[config.mk]
export PLATFORM = sky130hd
export DESIGN_NAME = mem_board_flat
export DESIGN_NICKNAME = d
export VERILOG_FILES = /design/src/rtl/mem_board_if.sv /design/src/rtl/mem_board.sv /design/src/flat_wrapper.sv
export SDC_FILE = /design/constraint.sdc
export NUM_CORES = 1
export LEC_CHECK = 0
export CAP_MARGIN = 20
export CORE_ASPECT_RATIO = 0.75
export CORE_UTILIZATION = 30
export CTS_CLUSTER_SIZE = 24
export DETAILED_ROUTE_END_ITERATION = 7
export GPL_TIMING_DRIVEN = 0
export PLACE_DENSITY = 0.51
export SYNTH_ARGS = -nofsm -noshare
export SYNTH_HDL_FRONTEND = slang
export SYNTH_SLANG_ARGS = --single-unit
export TNS_END_PERCENT = 1
[constraint.sdc]
create_clock -name clk -period 13.02 [get_ports clk]
set_input_delay 2.604 -clock clk [delete_from_list [all_inputs] [get_ports clk]]
set_output_delay 2.604 -clock clk [all_outputs]
set_load 0.03 [all_outputs]
[src/rtl/mem_board_if.sv]
// Tracker/board bundle for the memory-match game: deck load, turn results, board view and scores.
// The tracker side drives i_* signals, the board answers on o_*; there is no backpressure.
interface mem_board_if;
    logic        i_load_en;
    logic [3:0]  i_load_idx;
    logic [3:0]  i_load_sym;
    logic        i_start;
    logic [3:0]  i_cursor;
    logic [1:0]  i_x;
    logic        i_par;
    logic [7:0]  i_selected1;
    logic [7:0]  i_selected2;
    logic        i_select;
    logic [3:0]  o_state;
    logic        o_empty;
    logic        o_player;
    logic [15:0] o_revealed;
    logic [15:0] o_matched;
    logic [3:0]  o_score0;
    logic [3:0]  o_score1;
    logic        o_game_over;
    logic [1:0]  o_winner;

    modport slave (
        input  i_load_en, i_load_idx, i_load_sym, i_start, i_cursor, i_x, i_par,
               i_selected1, i_selected2, i_select,
        output o_state, o_empty, o_player, o_revealed, o_matched, o_score0, o_score1,
               o_game_over, o_winner
    );

    modport master (
        output i_load_en, i_load_idx, i_load_sym, i_start, i_cursor, i_x, i_par,
               i_selected1, i_selected2, i_select,
        input  o_state, o_empty, o_player, o_revealed, o_matched, o_score0, o_score1,
               o_game_over, o_winner
    );
endinterface

[src/rtl/mem_board.sv]
// Memory-match board: 16-card deck, pick/match/mismatch handling, player turns, scores, outcome.
// Latency: picks and turn results land 1 cycle later; state/empty are combinational; no backpressure.
module mem_board #(
    parameter int SHOW_CYCLES = 50_000_000
) (
    input  logic       clk,
    input  logic       rst,
    mem_board_if.slave bus
);
    localparam int CW = (SHOW_CYCLES > 1) ? $clog2(SHOW_CYCLES) : 1;

    typedef enum logic [1:0] {S_IDLE, S_PLAY, S_SHOW, S_OVER} state_t;

    state_t      r_st, w_st_nxt;
    logic [3:0]  r_sym [16];
    logic [15:0] r_shown;
    logic [15:0] r_matched;
    logic [CW-1:0] r_cnt;
    logic        r_player;
    logic [3:0]  r_score0;
    logic [3:0]  r_score1;
    logic        r_game_over;
    logic [1:0]  r_winner;

    logic        w_new_game, w_play, w_sum8, w_to_over, w_turn, w_same;
    logic        w_match, w_mismatch, w_pick, w_hide, w_two_shown, w_empty;
    logic [3:0]  w_a, w_b;
    logic [4:0]  w_sum;

    function automatic logic [3:0] sat_inc(input logic [3:0] v);
        return (v >= 4'd8) ? 4'd8 : v + 4'd1;
    endfunction

    assign w_a         = bus.i_selected1[3:0];
    assign w_b         = bus.i_selected2[3:0];
    assign w_same      = (w_a == w_b);
    assign w_sum       = {1'b0, r_score0} + {1'b0, r_score1};
    assign w_two_shown = ($countones(r_shown) >= 2);
    assign w_empty     = (r_st == S_PLAY) && !r_shown[bus.i_cursor]
                         && !r_matched[bus.i_cursor] && !w_two_shown;

    // Ending the game outranks a turn result, which in turn outranks a pick.
    always_comb begin
        w_new_game = ((r_st == S_IDLE) || (r_st == S_OVER)) && bus.i_start;
        w_play     = (r_st == S_PLAY);
        w_sum8     = (w_sum >= 5'd8);
        w_to_over  = w_play && (w_sum8 || bus.i_x[1]);
        w_turn     = w_play && !w_to_over && (bus.i_x == 2'b01);
        w_match    = w_turn && bus.i_par && !w_same;
        w_mismatch = w_turn && !(bus.i_par && !w_same);
        w_pick     = w_play && !w_to_over && (bus.i_x == 2'b00) && bus.i_select && w_empty;
        w_hide     = (r_st == S_SHOW) && (r_cnt == '0);
    end

    always_ff @(posedge clk or posedge rst) begin
        if (rst) r_st <= S_IDLE;
        else     r_st <= w_st_nxt;
    end

    always_comb begin
        w_st_nxt = r_st;
        case (r_st)
            S_IDLE:  if (w_new_game) w_st_nxt = S_PLAY;
            S_PLAY: begin
                if (w_to_over)       w_st_nxt = S_OVER;
                else if (w_mismatch) w_st_nxt = S_SHOW;
            end
            S_SHOW:  if (w_hide) w_st_nxt = S_PLAY;
            S_OVER:  if (w_new_game) w_st_nxt = S_PLAY;
            default: w_st_nxt = S_IDLE;
        endcase
    end

    always_ff @(posedge clk or posedge rst) begin
        if (rst) begin
            for (int i = 0; i < 16; i++) r_sym[i] <= 4'd0;
            r_shown     <= '0;
            r_matched   <= '0;
            r_cnt       <= '0;
            r_player    <= 1'b0;
            r_score0    <= 4'd0;
            r_score1    <= 4'd0;
            r_game_over <= 1'b0;
            r_winner    <= 2'b00;
        end else begin
            if ((r_st == S_IDLE) && bus.i_load_en) r_sym[bus.i_load_idx] <= bus.i_load_sym;
            if (w_new_game) begin
                r_shown     <= '0;
                r_matched   <= '0;
                r_player    <= 1'b0;
                r_score0    <= 4'd0;
                r_score1    <= 4'd0;
                r_game_over <= 1'b0;
                r_winner    <= 2'b00;
            end
            if (w_pick) r_shown[bus.i_cursor] <= 1'b1;
            if (w_match) begin
                r_matched[w_a] <= 1'b1;
                r_matched[w_b] <= 1'b1;
                r_shown[w_a]   <= 1'b0;
                r_shown[w_b]   <= 1'b0;
                if (r_player) r_score1 <= sat_inc(r_score1);
                else          r_score0 <= sat_inc(r_score0);
            end
            if (w_mismatch) r_cnt <= CW'(SHOW_CYCLES - 1);
            if (r_st == S_SHOW) begin
                if (w_hide) begin
                    r_shown  <= '0;
                    r_player <= ~r_player;
                end else begin
                    r_cnt <= r_cnt - 1'b1;
                end
            end
            // Outcome comes from the scores, not from the tracker's winner/tie code.
            if (w_to_over) begin
                r_game_over <= 1'b1;
                if (r_score0 > r_score1)      r_winner <= 2'b01;
                else if (r_score1 > r_score0) r_winner <= 2'b10;
                else                          r_winner <= 2'b11;
            end
        end
    end

    assign bus.o_state     = r_sym[bus.i_cursor];
    assign bus.o_empty     = w_empty;
    assign bus.o_player    = r_player;
    assign bus.o_revealed  = r_shown | r_matched;
    assign bus.o_matched   = r_matched;
    assign bus.o_score0    = r_score0;
    assign bus.o_score1    = r_score1;
    assign bus.o_game_over = r_game_over;
    assign bus.o_winner    = r_winner;
endmodule

[src/flat_wrapper.sv]
// flat-port wrapper written by rule: the top's interface ports become plain ports
module mem_board_flat 
#(
    parameter int SHOW_CYCLES = 50_000_000
)
  (clk, rst, bus_i_load_en, bus_i_load_idx, bus_i_load_sym, bus_i_start, bus_i_cursor, bus_i_x, bus_i_par, bus_i_selected1, bus_i_selected2, bus_i_select, bus_o_state, bus_o_empty, bus_o_player, bus_o_revealed, bus_o_matched, bus_o_score0, bus_o_score1, bus_o_game_over, bus_o_winner);
  mem_board_if bus_i ();
  input  logic clk;
  input  logic rst;
  input wire logic [$bits(bus_i.i_load_en)-1:0] bus_i_load_en;
  input wire logic [$bits(bus_i.i_load_idx)-1:0] bus_i_load_idx;
  input wire logic [$bits(bus_i.i_load_sym)-1:0] bus_i_load_sym;
  input wire logic [$bits(bus_i.i_start)-1:0] bus_i_start;
  input wire logic [$bits(bus_i.i_cursor)-1:0] bus_i_cursor;
  input wire logic [$bits(bus_i.i_x)-1:0] bus_i_x;
  input wire logic [$bits(bus_i.i_par)-1:0] bus_i_par;
  input wire logic [$bits(bus_i.i_selected1)-1:0] bus_i_selected1;
  input wire logic [$bits(bus_i.i_selected2)-1:0] bus_i_selected2;
  input wire logic [$bits(bus_i.i_select)-1:0] bus_i_select;
  output wire logic [$bits(bus_i.o_state)-1:0] bus_o_state;
  output wire logic [$bits(bus_i.o_empty)-1:0] bus_o_empty;
  output wire logic [$bits(bus_i.o_player)-1:0] bus_o_player;
  output wire logic [$bits(bus_i.o_revealed)-1:0] bus_o_revealed;
  output wire logic [$bits(bus_i.o_matched)-1:0] bus_o_matched;
  output wire logic [$bits(bus_i.o_score0)-1:0] bus_o_score0;
  output wire logic [$bits(bus_i.o_score1)-1:0] bus_o_score1;
  output wire logic [$bits(bus_i.o_game_over)-1:0] bus_o_game_over;
  output wire logic [$bits(bus_i.o_winner)-1:0] bus_o_winner;
  assign bus_i.i_load_en = bus_i_load_en;
  assign bus_i.i_load_idx = bus_i_load_idx;
  assign bus_i.i_load_sym = bus_i_load_sym;
  assign bus_i.i_start = bus_i_start;
  assign bus_i.i_cursor = bus_i_cursor;
  assign bus_i.i_x = bus_i_x;
  assign bus_i.i_par = bus_i_par;
  assign bus_i.i_selected1 = bus_i_selected1;
  assign bus_i.i_selected2 = bus_i_selected2;
  assign bus_i.i_select = bus_i_select;
  assign bus_o_state = bus_i.o_state;
  assign bus_o_empty = bus_i.o_empty;
  assign bus_o_player = bus_i.o_player;
  assign bus_o_revealed = bus_i.o_revealed;
  assign bus_o_matched = bus_i.o_matched;
  assign bus_o_score0 = bus_i.o_score0;
  assign bus_o_score1 = bus_i.o_score1;
  assign bus_o_game_over = bus_i.o_game_over;
  assign bus_o_winner = bus_i.o_winner;
  mem_board #(.SHOW_CYCLES(SHOW_CYCLES)) u_core (.clk(clk), .rst(rst), .bus(bus_i));
endmodule
==> results.rst <==
.. list-table::
   :header-rows: 1

   * - Metric
     - Value
   * - Run status
     - completed
   * - Fraction of layout instances using a drive strength above 1
     - 18.1%
   * - Net Sw Frac
     - 32.2%
   * - Worst hold-check path type
     - flip-flop to flip-flop
   * - Cell family contributing the most delay on the critical path
     - buffers and inverters
   * - Syn nets
     - 818
   * - Top library cells by usage in the layout, fill and taps aside
     - sky130_fd_sc_hd__dfrtp_1, sky130_fd_sc_hd__clkdlybuf4s50_1, sky130_fd_sc_hd__mux2_2, sky130_fd_sc_hd__nor2_1, sky130_fd_sc_hd__inv_1
   * - Post-Route WL
     - 22.7 mm
   * - Proportion of register bits with asynchronous set or reset after synthesis
     - 100%
   * - Max-cap violations
     - 0
   * - Fin Clk Skew
     - 0.00931 ns
   * - Setup TNS
     - 0 ns
   * - Peak fanout along the critical path
     - 10
   * - Number of warnings printed during yosys synthesis
     - 0
   * - Worst rel slew slack
     - 25.7%
   * - Net count reported at finish
     - 910
   * - Vias after detailed routing
     - 6188
   * - Hold violation count in the final report
     - 0
   * - Routability cong.
     - 0.828
   * - Number of DRC violations after detailed routing
     - 0
   * - Setup slack, reg-to-reg
     - 7.62 ns
   * - Number of synthesized register bits
     - 136
   * - Post-detailed-route via-to-cell ratio
     - 5.20
   * - Cell Chain, Critical Path
     - clkdlybuf4s50_1, buf_2, buf_1, nor2_1, a22o_1, a211oi_1, and3_1, clkdlybuf4s50_1
   * - Number of inserted diodes
     - 0
   * - Maximum buffer depth of the clock tree
     - 2
   * - Number of nets still failing antenna checks after routing
     - 0
   * - First-pass GRT wire length
     - 36.0 mm
   * - Largest net degree at the start of global routing
     - 94
   * - Maximum resistive drop on vdd
     - 0.0000816 V
   * - Worst r2r dst
     - u_core.r_shown[13]$_DFF_PP0_
   * - Clock power share
     - 37.7%
   * - RR Startpoint
     - u_core.r_shown[14]$_DFF_PP0_
   * - Sequential element share of the synthesized area
     - 42.5%
   * - Crit start category
     - primary input
   * - Level count of the clock H-tree
     - 4
   * - Post-layout util
     - 37.6%
   * - Remaining Overflow, GRT
     - 0
   * - Die Outline Area
     - 27400 sq um
   * - Sum of buffers and inverters on the critical path
     - 4
   * - Clock Sinks
     - 136
   * - Gates resized, CTS repair
     - 0
   * - Site row count
     - 51
   * - Vias in the first global route
     - 6127
   * - Hold Worst Slack
     - 0.484 ns
   * - Cell type with the highest occurrence count on the critical path
     - sky130_fd_sc_hd__clkdlybuf4s50_1
   * - Static Leak
     - 0.00429 uW
   * - Maximum clock frequency
     - 0.120 GHz
   * - Slowest CP cell
     - sky130_fd_sc_hd__buf_1
   * - Worst setup endpoint
     - bus_o_empty
   * - Share of total power in combinational logic
     - 23.8%
   * - Post-synth EDFFs
     - 0
   * - Total power density per cell area
     - 135 nW/um^2
   * - Dominant register cell in the synthesized netlist
     - sky130_fd_sc_hd__dfrtp_1
   * - Initial core utilization
     - 30.7%
   * - Average wire per standard cell
     - 19.1 um
   * - Clk Latency, worst-skew pair
     - 0.42 ns
   * - Part of the total power dissipated in sequential elements
     - 38.5%
   * - Switching power summed over all nets
     - 425 uW
   * - Die W
     - 191 um
   * - I/O pin total
     - 85
   * - Synth Cell Area
     - 8020 sq um
   * - Worst slew pin tran
     - 1.10 ns
   * - Core area
     - 26100 sq um
   * - Clock transition time at the flip-flop clock pins of the worst setup and hold paths
     - 0.06 ns
   * - Mean cell area of the mapped netlist
     - 10.8 sq um
   * - Total setup violations reported at the end of the flow
     - 0
   * - Cell-internal power
     - 896 uW
   * - Root Driver
     - sky130_fd_sc_hd__clkbuf_16
   * - CTS hold repair buffers
     - 0
   * - First-pass detailed-route iteration total
     - 5
   * - Delay of the slowest critical-path stage
     - 0.69 ns
   * - Cell variety after synth
     - 75
   * - Cts bufs inserted
     - 17
   * - Half-perimeter wire length of the detailed placement result
     - 16.5 mm
   * - Die extent in y
     - 144 um
   * - IO buf count
     - 72
   * - First DRT Iteration DRCs
     - 329
   * - Count of pins over their slew limit
     - 0
   * - Logic depth of the worst register-to-register path
     - 17
   * - Final cycle utilization of the critical path
     - 64.0%
   * - Post-layout minimum cycle time
     - 8.34 ns
   * - Worst Path Class, Setup
     - primary input to output port
   * - Critical path data arrival time
     - 5.73 ns
   * - Count of mapped cells out of synthesis
     - 741
   * - Area grow syn2layout
     - 22.3%
   * - CTS tree
     - yes
   * - Most common cell after layout, fill and taps aside
     - sky130_fd_sc_hd__dfrtp_1
   * - Worst Setup SP
     - bus_i_cursor[1]
   * - Total setup buffers inserted after CTS
     - 0
   * - Combined global-route utilization of all metal layers
     - 17.4%
   * - Antenna violations before repair
     - 1
   * - RSZ-0062 raised after global routing
     - false
   * - Number of stages on the worst setup path
     - 8
   * - CP Capture Type
     - output port
   * - Required time at the endpoint of the critical path
     - 10.42 ns
[power groups by stage]
| stage | Combinational (uW) | Sequential, uW | Clock, uW |
|---|---|---|---|
| final | 315 | 509 | 497 |
| after global routing | 346 | 516 | 526 |
| after CTS | 317 | 509 | 510 |
| after detailed placement | 316 | 516 | 0 |
| after global placement | 313 | 516 | 0 |
| after floorplan | 179 | 529 | 0 |
[how the worst min path moves through the flow]
stage               depth (start not counted)                          startpoint                            endpoint
finish                                      2  u_core.bus.o_game_over$_DFFE_PP0P_  u_core.bus.o_game_over$_DFFE_PP0P_
global route                                1        u_core.r_sym[13]$_DFFE_PP0P_        u_core.r_sym[13]$_DFFE_PP0P_
CTS                                         1        u_core.r_sym[52]$_DFFE_PP0P_        u_core.r_sym[52]$_DFFE_PP0P_
detailed placement                          1        u_core.r_sym[52]$_DFFE_PP0P_        u_core.r_sym[52]$_DFFE_PP0P_
global placement                            1        u_core.r_sym[52]$_DFFE_PP0P_        u_core.r_sym[52]$_DFFE_PP0P_
floorplan                                   1        u_core.r_sym[52]$_DFFE_PP0P_        u_core.r_sym[52]$_DFFE_PP0P_
[tightest hold or removal path, stage by stage, from the launching register on]
cell and delay, ns:
sky130_fd_sc_hd__dfrtp_1 0.34, sky130_fd_sc_hd__nand2_1 0.05, sky130_fd_sc_hd__nand2_1 0.06
[cells in the mapped netlist, types with 11 or more instances]
cell type / number / area, sq um
sky130_fd_sc_hd__nand3_1: 13 / 65.1
sky130_fd_sc_hd__fa_1: 12 / 240
sky130_fd_sc_hd__a21o_1: 17 / 128
sky130_fd_sc_hd__mux4_2: 21 / 473
sky130_fd_sc_hd__nand2_1: 48 / 180
sky130_fd_sc_hd__dfrtp_1: 136 / 3400
sky130_fd_sc_hd__ha_1: 29 / 363
sky130_fd_sc_hd__o21ai_1: 11 / 55.1
sky130_fd_sc_hd__a22oi_1: 11 / 82.6
sky130_fd_sc_hd__inv_1: 53 / 199
sky130_fd_sc_hd__mux2_2: 63 / 709
sky130_fd_sc_hd__a21oi_1: 29 / 145
sky130_fd_sc_hd__clkbuf_1: 20 / 75.1
sky130_fd_sc_hd__nor2b_1: 12 / 75.1
sky130_fd_sc_hd__nor2_1: 54 / 203
[flip-flops by register name (all words and copies together) (netlist names), 2 cells and up]
register	flops
u_core.r_sym	64
u_core.bus.o_matched	16
u_core.bus.o_score1	4
u_core.bus.o_winner	2
u_core.bus.o_score0	4
u_core.r_st	2
u_core.r_shown	16
u_core.r_cnt	26
[area by class of cell]
type                            instances  area [sq um]
Fill cell                            2555         16300
Timing Repair Buffer                   73           748
Clock buffer                           18           429
Multi-Input combinational cell        519          4270
Sequential cell                       136          3400
Clock inverter                         14           175
Inverter                               54           208
Buffer                                 32           139
Tap cell                              344           430
[cells by family (layout without fill, tap and decap cells)]
kind of cell               after synthesis  count (layout)  share of synthesized area (%)
DFF                                    136             136                           42.5
adders and majority gates               41              41                           7.52
and+or+nand+nor                        233             233                           16.5
muxes                                   90              90                           15.5
xor gates and xnor gates                 8               8                          0.874
AOI/OAI and AO/OA                      147             147                           12.9
buffers and inverters                   86             191                           4.26
[per-layer routing]
metal | global-route usage, % | share of wire (%)
met2 | 24.9 | 43
met3 | 3.69 | 4.5
met5 | 0 | 0
met1 | 26.0 | 51
met4 | 5.01 | 1.4
[through the flow]
step / setup slack [ns] / cell area, sq um / total power [uW] / instances
after detailed placement: 4.74 / 9200 / 832 / 1158
after global routing: 4.59 / 9800 / 1390 / 1190
after CTS: 4.72 / 9800 / 1340 / 1190
final: 4.68 / 9800 / 1320 / 1190
after global placement: 4.49 / 9170 / 828 / 1157
after floorplan: 6.11 / 8020 / 708 / 741
(Power assumes the default switching activity.)
